<file path="config.mk">
export PLATFORM = sky130hd
export DESIGN_NAME = cms_trace_packer
export DESIGN_NICKNAME = d
export VERILOG_FILES = /design/src/rtl/cms_trace_packer.sv
export SDC_FILE = /design/constraint.sdc
export NUM_CORES = 2
export LEC_CHECK = 0
export CORE_ASPECT_RATIO = 1.2
export CORE_UTILIZATION = 35
export CTS_CLUSTER_SIZE = 24
export DETAILED_ROUTE_END_ITERATION = 16
export GPL_ROUTABILITY_DRIVEN = 1
export GPL_TIMING_DRIVEN = 0
export PLACE_DENSITY = 0.62
export SLEW_MARGIN = 40
export SYNTH_ARGS = -nofsm -noshare
export SYNTH_HDL_FRONTEND = slang
export SYNTH_SLANG_ARGS = --single-unit
</file>
<file path="constraint.sdc">
create_clock -name clk -period 15.3 [get_ports clk]
set_clock_uncertainty 0.2 [all_clocks]
set_input_delay 4.59 -clock clk [delete_from_list [all_inputs] [get_ports clk]]
set_output_delay 4.59 -clock clk [all_outputs]
set_load 0.005 [all_outputs]
</file>
<file path="src/rtl/cms_trace_packer.sv">
// Trace capture packer: filters retired-instruction trace items into a FWFT FIFO and drains
// them as AXI-Stream beats, with packet tlast, idle-timeout terminators and a drop counter.
module cms_trace_packer #(
    parameter int unsigned XLEN              = 64,
    parameter int unsigned AXI_DATA_WIDTH    = 512,
    parameter int unsigned NO_OF_PERF_EVENTS = 37,
    parameter int unsigned FIFO_DEPTH        = 16,
    parameter int unsigned TIMEOUT_CYCLES    = 1024,
    parameter int unsigned CTRL_ADDR_WIDTH   = 8,
    parameter int unsigned CTRL_DATA_WIDTH   = 64,
    parameter bit          CTRL_WE_POSEDGE   = 1'b1
) (
    input  logic                         clk,
    input  logic                         rst_n,
    input  logic [31:0]                  instr,
    input  logic [XLEN-1:0]              pc,
    input  logic                         pc_valid,
    input  logic [NO_OF_PERF_EVENTS-1:0] performance_events,
    input  logic                         en,
    input  logic [CTRL_ADDR_WIDTH-1:0]   ctrl_addr,
    input  logic [CTRL_DATA_WIDTH-1:0]   ctrl_wdata,
    input  logic                         ctrl_write_enable,
    input  logic [31:0]                  tlast_interval,
    output logic                         M_AXIS_tvalid,
    input  logic                         M_AXIS_tready,
    output logic [AXI_DATA_WIDTH-1:0]    M_AXIS_tdata,
    output logic                         M_AXIS_tlast,
    output logic [31:0]                  drop_count
);

    localparam int unsigned AW = (FIFO_DEPTH > 1) ? $clog2(FIFO_DEPTH) : 1;
    localparam logic [CTRL_ADDR_WIDTH-1:0] ADDR_CFG   = CTRL_ADDR_WIDTH'(0);
    localparam logic [CTRL_ADDR_WIDTH-1:0] ADDR_LO    = CTRL_ADDR_WIDTH'(1);
    localparam logic [CTRL_ADDR_WIDTH-1:0] ADDR_HI    = CTRL_ADDR_WIDTH'(2);
    localparam logic [CTRL_ADDR_WIDTH-1:0] ADDR_CLEAR = CTRL_ADDR_WIDTH'(3);
    localparam logic [31:0] TIMEOUT = 32'(TIMEOUT_CYCLES);

    // Compact FIFO entry; the wide tdata is rebuilt from it at the head.
    typedef struct packed {
        logic                         item;
        logic                         last;
        logic [NO_OF_PERF_EVENTS-1:0] ev;
        logic [XLEN-1:0]              pc;
        logic [31:0]                  instr;
    } entry_t;

    entry_t           mem [FIFO_DEPTH];
    logic [AW-1:0]    wr_ptr_q, rd_ptr_q;
    logic [AW:0]      count_q, count_d;
    logic             full, empty, push, pop;
    entry_t           wr_data, head;

    logic             we_q, ctrl_wr;
    logic             trace_en_q, filt_en_q;
    logic [XLEN-1:0]  filt_lo_q, filt_hi_q;
    logic [31:0]      beat_cnt_q, beat_cnt_d;
    logic [31:0]      idle_cnt_q, idle_cnt_d;
    logic [31:0]      drop_cnt_q, drop_cnt_d;
    logic [31:0]      interval_m1;
    logic             in_range, cap, item_wr, term_wr, drop, item_last, timeout_hit, clear_drop;

    if (CTRL_DATA_WIDTH > XLEN) begin : g_unused_wdata
        logic unused_wdata;
        assign unused_wdata = ^ctrl_wdata[CTRL_DATA_WIDTH-1:XLEN];
    end

    assign full  = (count_q == (AW+1)'(FIFO_DEPTH));
    assign empty = (count_q == '0);
    assign pop   = ~empty & M_AXIS_tready;

    assign ctrl_wr    = CTRL_WE_POSEDGE ? (ctrl_write_enable & ~we_q) : ctrl_write_enable;
    assign clear_drop = ctrl_wr & (ctrl_addr == ADDR_CLEAR);

    assign in_range    = (pc >= filt_lo_q) && (pc <= filt_hi_q);
    assign cap         = pc_valid & en & trace_en_q & (~filt_en_q | in_range);
    assign interval_m1 = (tlast_interval == 32'd0) ? 32'd0 : tlast_interval - 32'd1;
    assign item_last   = (beat_cnt_q == interval_m1);
    assign timeout_hit = (TIMEOUT != 32'd0) && (beat_cnt_q != 32'd0) && (idle_cnt_q == TIMEOUT);

    // Capture has priority over the terminator; full is judged before this cycle's pop.
    assign item_wr = cap & ~full;
    assign drop    = cap & full;
    assign term_wr = timeout_hit & ~cap & ~full;
    assign push    = item_wr | term_wr;

    always_comb begin
        wr_data = '0;
        if (item_wr) begin
            wr_data.item  = 1'b1;
            wr_data.last  = item_last;
            wr_data.ev    = performance_events;
            wr_data.pc    = pc;
            wr_data.instr = instr;
        end else begin
            wr_data.last = 1'b1;
        end
    end

    always_comb begin
        beat_cnt_d = beat_cnt_q;
        if (item_wr) begin
            beat_cnt_d = item_last ? 32'd0 : beat_cnt_q + 32'd1;
        end else if (term_wr) begin
            beat_cnt_d = 32'd0;
        end
    end

    always_comb begin
        idle_cnt_d = idle_cnt_q;
        if (cap || term_wr) begin
            idle_cnt_d = 32'd0;
        end else if ((beat_cnt_q != 32'd0) && (idle_cnt_q < TIMEOUT)) begin
            idle_cnt_d = idle_cnt_q + 32'd1;
        end
    end

    always_comb begin
        drop_cnt_d = drop_cnt_q;
        if (clear_drop) begin
            drop_cnt_d = 32'd0;
        end else if (drop && (drop_cnt_q != 32'hFFFF_FFFF)) begin
            drop_cnt_d = drop_cnt_q + 32'd1;
        end
    end

    assign count_d = count_q + (AW+1)'(push) - (AW+1)'(pop);

    always_ff @(posedge clk or negedge rst_n) begin
        if (!rst_n) begin
            wr_ptr_q   <= '0;
            rd_ptr_q   <= '0;
            count_q    <= '0;
            we_q       <= 1'b0;
            trace_en_q <= 1'b1;
            filt_en_q  <= 1'b0;
            filt_lo_q  <= '0;
            filt_hi_q  <= '1;
            beat_cnt_q <= '0;
            idle_cnt_q <= '0;
            drop_cnt_q <= '0;
        end else begin
            we_q       <= ctrl_write_enable;
            count_q    <= count_d;
            beat_cnt_q <= beat_cnt_d;
            idle_cnt_q <= idle_cnt_d;
            drop_cnt_q <= drop_cnt_d;
            if (push) wr_ptr_q <= wr_ptr_q + AW'(1);
            if (pop)  rd_ptr_q <= rd_ptr_q + AW'(1);
            if (ctrl_wr) begin
                unique case (ctrl_addr)
                    ADDR_CFG: begin
                        trace_en_q <= ctrl_wdata[0];
                        filt_en_q  <= ctrl_wdata[1];
                    end
                    ADDR_LO: filt_lo_q <= ctrl_wdata[XLEN-1:0];
                    ADDR_HI: filt_hi_q <= ctrl_wdata[XLEN-1:0];
                    default: ;
                endcase
            end
        end
    end

    always_ff @(posedge clk) begin
        if (push) mem[wr_ptr_q] <= wr_data;
    end

    assign head = mem[rd_ptr_q];

    always_comb begin
        M_AXIS_tdata = '0;
        if (!empty && head.item) begin
            M_AXIS_tdata[31:0]                         = head.instr;
            M_AXIS_tdata[32 +: XLEN]                   = head.pc;
            M_AXIS_tdata[32+XLEN +: NO_OF_PERF_EVENTS] = head.ev;
            M_AXIS_tdata[AXI_DATA_WIDTH-1]             = 1'b1;
        end
    end

    assign M_AXIS_tvalid = ~empty;
    assign M_AXIS_tlast  = ~empty & head.last;
    assign drop_count    = drop_cnt_q;

endmodule

</file>
[After elaboration in Yosys (flattened, before gate mapping)]
Memories as Yosys holds them, arrays and structs flattened.
Index checks and enable logic that the tools add are counted.
Cells by class
  add/sub/neg operators: 8
  multipliers: 0
  divide/modulo/power cells: 0
  magnitude comparators: 3
  equality and inequality tests: 7
  shift operators: 0
  mux-type cells: 15
  bitwise operators: 18
  reduce and logical (&&, ||, !) cells: 17
Operators with widths (number)
  two-way mux 133 bit: 2
  two-way mux 32 bit: 8
  adder 32 x 1 -> 32 bit, second input constant: 3
  >= comparator 64 bit: 1
  less-or-equal comparator 64 bit: 1
  equality test 32 x 11 -> 1 bit, second input constant: 1
  equality test 32 bit: 1
  zero test 32 bit: 1
  less-than comparator 32 x 11 -> 1 bit, second input constant: 1
  inequality test 32 bit, second input constant: 1
  nonzero test 32 bit: 1
  subtractor 32 x 1 -> 32 bit, second input constant: 1
  equality test 8 x 2 -> 1 bit, second input constant: 2
  bitwise AND 1 bit: 11
  adder 4 x 1 -> 4 bit, second input constant: 2
  equality test 8 x 1 -> 1 bit, second input constant: 1
  zero test 8 bit: 1
  AND reduction 2 bit: 3
  nonzero test 2 bit: 3
  adder 5 x 1 -> 5 bit: 1
  equality test 5 bit, second input constant: 1
  logical AND 1 bit: 5
  zero test 5 bit: 1
  two-way mux 1 bit: 5
  other kinds (5): 10
Word-level totals
  register bits: 240
  bits in latches: 0
  memory bits (writable): 2160
  ROM bits: 0
  bits of input ports: 243
  logic and storage cells: 80
  memories: 1
Memories
  mem: depth 16, bits a word 135, rd ports 1, clocked after Yosys merged registers in 0, wr ports 1, RTL line 47  | entry_t mem [FIFO_DEPTH];

[Logic depth before layout (Yosys ltp)]
  word-level depth: 10
  mapped depth: 19
  mapped depth without buffers: 18

[Least setup slack after synthesis]
Ideal clock, no wire load.
  path type: input-to-reg
  start: input port pc[26]
  end: memory mem[7][0] in the netlist's numbering, enable pin
  library setup time: 0.823 ns
  arrival: 16.212 ns
  slack: -1.935 ns
  stages: 10
  buffers on the path: 0
  cell sequence: ha_1 nand3_1 nor4_1 nand4_1 a311oi_1 or3_1 o21ai_0 o21ai_1 nand2_1 nor3b_1
Between the ends
  longest elaborated chain between the ends: 10
Ends and longest elaborated chain
  start: declaration: RTL line 16  | input logic [XLEN-1:0] pc,
  >= comparator 64 bit / less-or-equal comparator 64 bit (equally long branches): RTL line 74  | assign in_range = (pc >= filt_lo_q) && (pc <= filt_hi_q);
  logical AND 1 bit *: RTL line 74
  OR 1 bit *: RTL line 75  | assign cap = pc_valid & en & trace_en_q & (~filt_en_q | in_range);
  bitwise AND 1 bit *: RTL line 75
  NOT 1 bit: RTL line 83  | assign term_wr = timeout_hit & ~cap & ~full;
  bitwise AND 1 bit (2 in series): RTL line 83
  OR 1 bit *: RTL line 84  | assign push = item_wr | term_wr;
  two-way mux 1 bit *: RTL line 164  | if (push) mem[wr_ptr_q] <= wr_data;
  two-way mux 1 bit (implied by the code) *: RTL line 164
  end: declaration: RTL line 47
Every way passes the cells marked *; elsewhere a longest branch is shown, timed or not.

[Final worst setup path]
  start: input port pc[63]
  end: memory mem[5][110] in the netlist's numbering, enable pin
Same word-level chain as after synthesis.

==> impl_metrics.tcl <==
set metrics [dict create \
    synth_seq_cells 2400 \
    worst_path_max_delay_cell "clkdlybuf4s50_1" \
    syn_inst 5296 \
    cts-resized-gates 0 \
    finalSetupViolCount 0 \
    criticalPathCategory "in2reg" \
    timing.final.crit_share_pct 74.3 \
    yosysSeqAreaShare_pct 70.3 \
    hold_path_end "idle_cnt_q[13]" \
    fp.dieW_um 492 \
    cts_tree "done" \
    crit_top_cell "buf_4" \
    yosys.area.top_type "edfxtp_1" \
    rsz0062_at_grt "false" \
    hpwl_um 198000 \
    globalRouteOverflowTotal 0 \
    critPathLaunchType "input port" \
    holdPathStages 1 \
    fill_cells 25023 \
    nNetsFinal 6920 \
    cts_sinks 2400 \
    die_h_um 590 \
    final_cells 10541 \
    crit_path_end_kind "flop" \
    cts_hold_buf 0 \
    wirelength_um 286000 \
    synth-main-ff-cell "edfxtp_1" \
    postCtsSetupBuffers 0 \
    seq_area_um2 70900 \
    r2r_slack_ns 8.14 \
    synth_warnings 0 \
    min_path_type "reg2reg" \
    dr.first_iter.drc_count 5195 \
    total_power_mw 16.5 \
    cp_data_arrival_time_ns 11.70 \
    r2r-start "filt_lo_q[54]" \
    antenna_left 0 \
    viasPerCell 5.19 \
    ios 789 \
    clk_pin_slew_ns 0.06 \
    mostFrequentLayoutCells "edfxtp_1 (2160), mux4_2 (675), buf_4 (443)" \
    cts_inserted_buffers 240 \
    antenna_found_initial 38 \
    yosys.cell_types.count 82 \
    r2r_end "mem[5][110]" \
    cts_max_level 4 \
    maxCapViolCount 0 \
    grt_start_max_net_pins 70 \
    p_leak_nw 47.7 \
    finalMaxSlewViolations 0 \
    port_buffers 408 \
    synth.top_cell.area_share_pct 64.3 \
    gp_congestion 0.850 \
    clkLatencyLatePin_ns 0.92 \
    firstDrtPassIters 13 \
    max_freq_mhz 88.0 \
    async_flop_share_pct 10.0 \
    cts.path.max_buffers 4 \
    crit_required_ns 15.64 \
    violations "DRC" \
    drive_gt1_share_pct 29.5 \
    syn_area_um2 101000 \
    synth_edf_count 2160 \
    relSlewSlack_pct 39.8 \
    dp_cells 10084 \
    cp_max_fo 9 \
    start_util_pct 35.3 \
    vias 54695 \
    drc 38 \
    synth_area_leaders "edfxtp_1 (64%), mux4_2 (15%), dfrtp_1 (4.3%)" \
    slowest_delay_ns 0.75 \
    cts_root_buf "clkbuf_16" \
    die-area_um2 291000 \
    outcome "finished, violations left" \
    core_um2 286000 \
    post_drt_wl_per_cell_um 27.2 \
    min-delay-start "idle_cnt_q[13]" \
    ir_drop_mv 0.114 \
    p_per_area_nw_per_um2 135 \
    tightest_slew_ns 0.903 \
    holdWs_ns 0.285 \
    path_cells "clkdlybuf4s50_1 > ha_1 > nand2_1 > nor3_1 > nand3_1 > a311oi_1 > or3_1 > o21ai_0 > o21ai_2 > nand2_1 > nor3b_2 > buf_4 > buf_4 > buf_4 > buf_2 > buf_4 > buf_6 > buf_4 > buf_6 > buf_4 > buf_2 > buf_4 > buf_2 > buf_2" \
    multi_input_area_um2 27100 \
    avgSynthCellArea_um2 19.1 \
    rows 215 \
    post-route-min-period_ns 11.36 \
    grt_pass1_vias 56448 \
    worstRegToRegCells 24 \
    finalHoldViolations 0 \
    final_common_cell "edfxtp_1" \
    grtUsageTotal_pct 19.4 \
    grt_pass1_wl_um 405000 \
    area_growth_pct 20.9 \
]
critical path, delay by kind of cell:
kind                     cells  cell delay, ns
buffers and inverters       14            3.37
AND/OR/NAND/NOR              6            1.77
AO/OA/AOI/OAI                3            1.40
adder cells (fa/ha/maj)      1            0.49
cell type report:
cell class	count	area share, %
flip-flops and latches	2400	58.2
multi-input cells	2473	22.2
repair buffers	616	5.58
clock buffers	296	5.14
well taps	3797	3.90
plain buffers	643	3.29
clock inverters	143	1.19
inverters	157	0.483
diodes	16	0.0328
state kept, by name, summed over array words and instances (netlist names):
signal	count
rd_ptr_q	4
idle_cnt_q	32
wr_ptr_q	4
mem	2160
drop_count	32
filt_lo_q	64
filt_en_q	1
trace_en_q	1
beat_cnt_q	32
count_q	5
we_q	1
filt_hi_q	64
metrics by stage:
stage	setup slack (ns)	cell area [um2]	utilization (%)	setup TNS [ns]
floorplan	-1.93	102000	-	-781.24
CTS	3.85	122000	42.6	0
finish	3.94	122000	42.6	0
global route	3.84	122000	42.6	0
global placement	-19.55	111000	38.8	-
detailed placement	2.94	114000	39.9	0
report_power, final:
part / switching (mW) / internal [mW] / leakage (nW)
registers: 0.0331 / 7.10 / 27.2
clock network: 2.53 / 3.33 / 3.75
logic: 1.99 / 1.53 / 16.7
total: 4.55 / 12.0 / 47.7
synthesized netlist by cell type, types with 57 or more instances:
cell,number
edfxtp_1,2160
buf_1,57
buf_4,378
mux4_2,675
nor2_1,60
inv_1,156
and3_1,301
ha_1,145
mux2_2,134
a21oi_1,96
nand2_1,98
dfrtp_1,175
dfstp_2,65
clkbuf_1,204
cell families after synthesis:
logic type	after synthesis	share of synthesized area, %
flops	2400	70.3
simple gates	808	4.62
compound gates	265	1.71
mux	822	16.7
xor+xnor	54	0.469
buf+inv	800	4.39
fa+ha+maj	146	1.82
other cells	1	0.00372
per-layer routing:
metal / wire length [um] / share of wire (%) / vias to the layer above / track usage [%]
li1: - / - / 23210 / -
met1: 111000 / 39 / 28807 / 24.3
met2: 150000 / 52 / 2279 / 34.8
met3: 18700 / 6.5 / 397 / 2.67
met4: 7440 / 2.6 / 2 / 5.54
met5: 9 / 0.0031 / - / 0
worst max path at each step:
stage / from / end / slack (ns) / cells after the start
after floorplan: pc[26] / mem[4][0] / -1.93 / 10
after global placement: pc[1] / mem[6][110] / -19.55 / 11
after detailed placement: pc[63] / mem[5][110] / 2.94 / 24
after CTS: pc[63] / mem[5][110] / 3.85 / 24
after global routing: pc[63] / mem[5][110] / 3.84 / 24
final: pc[63] / mem[5][110] / 3.94 / 24
No activity file was read; power rests on OpenSTA's default activity.
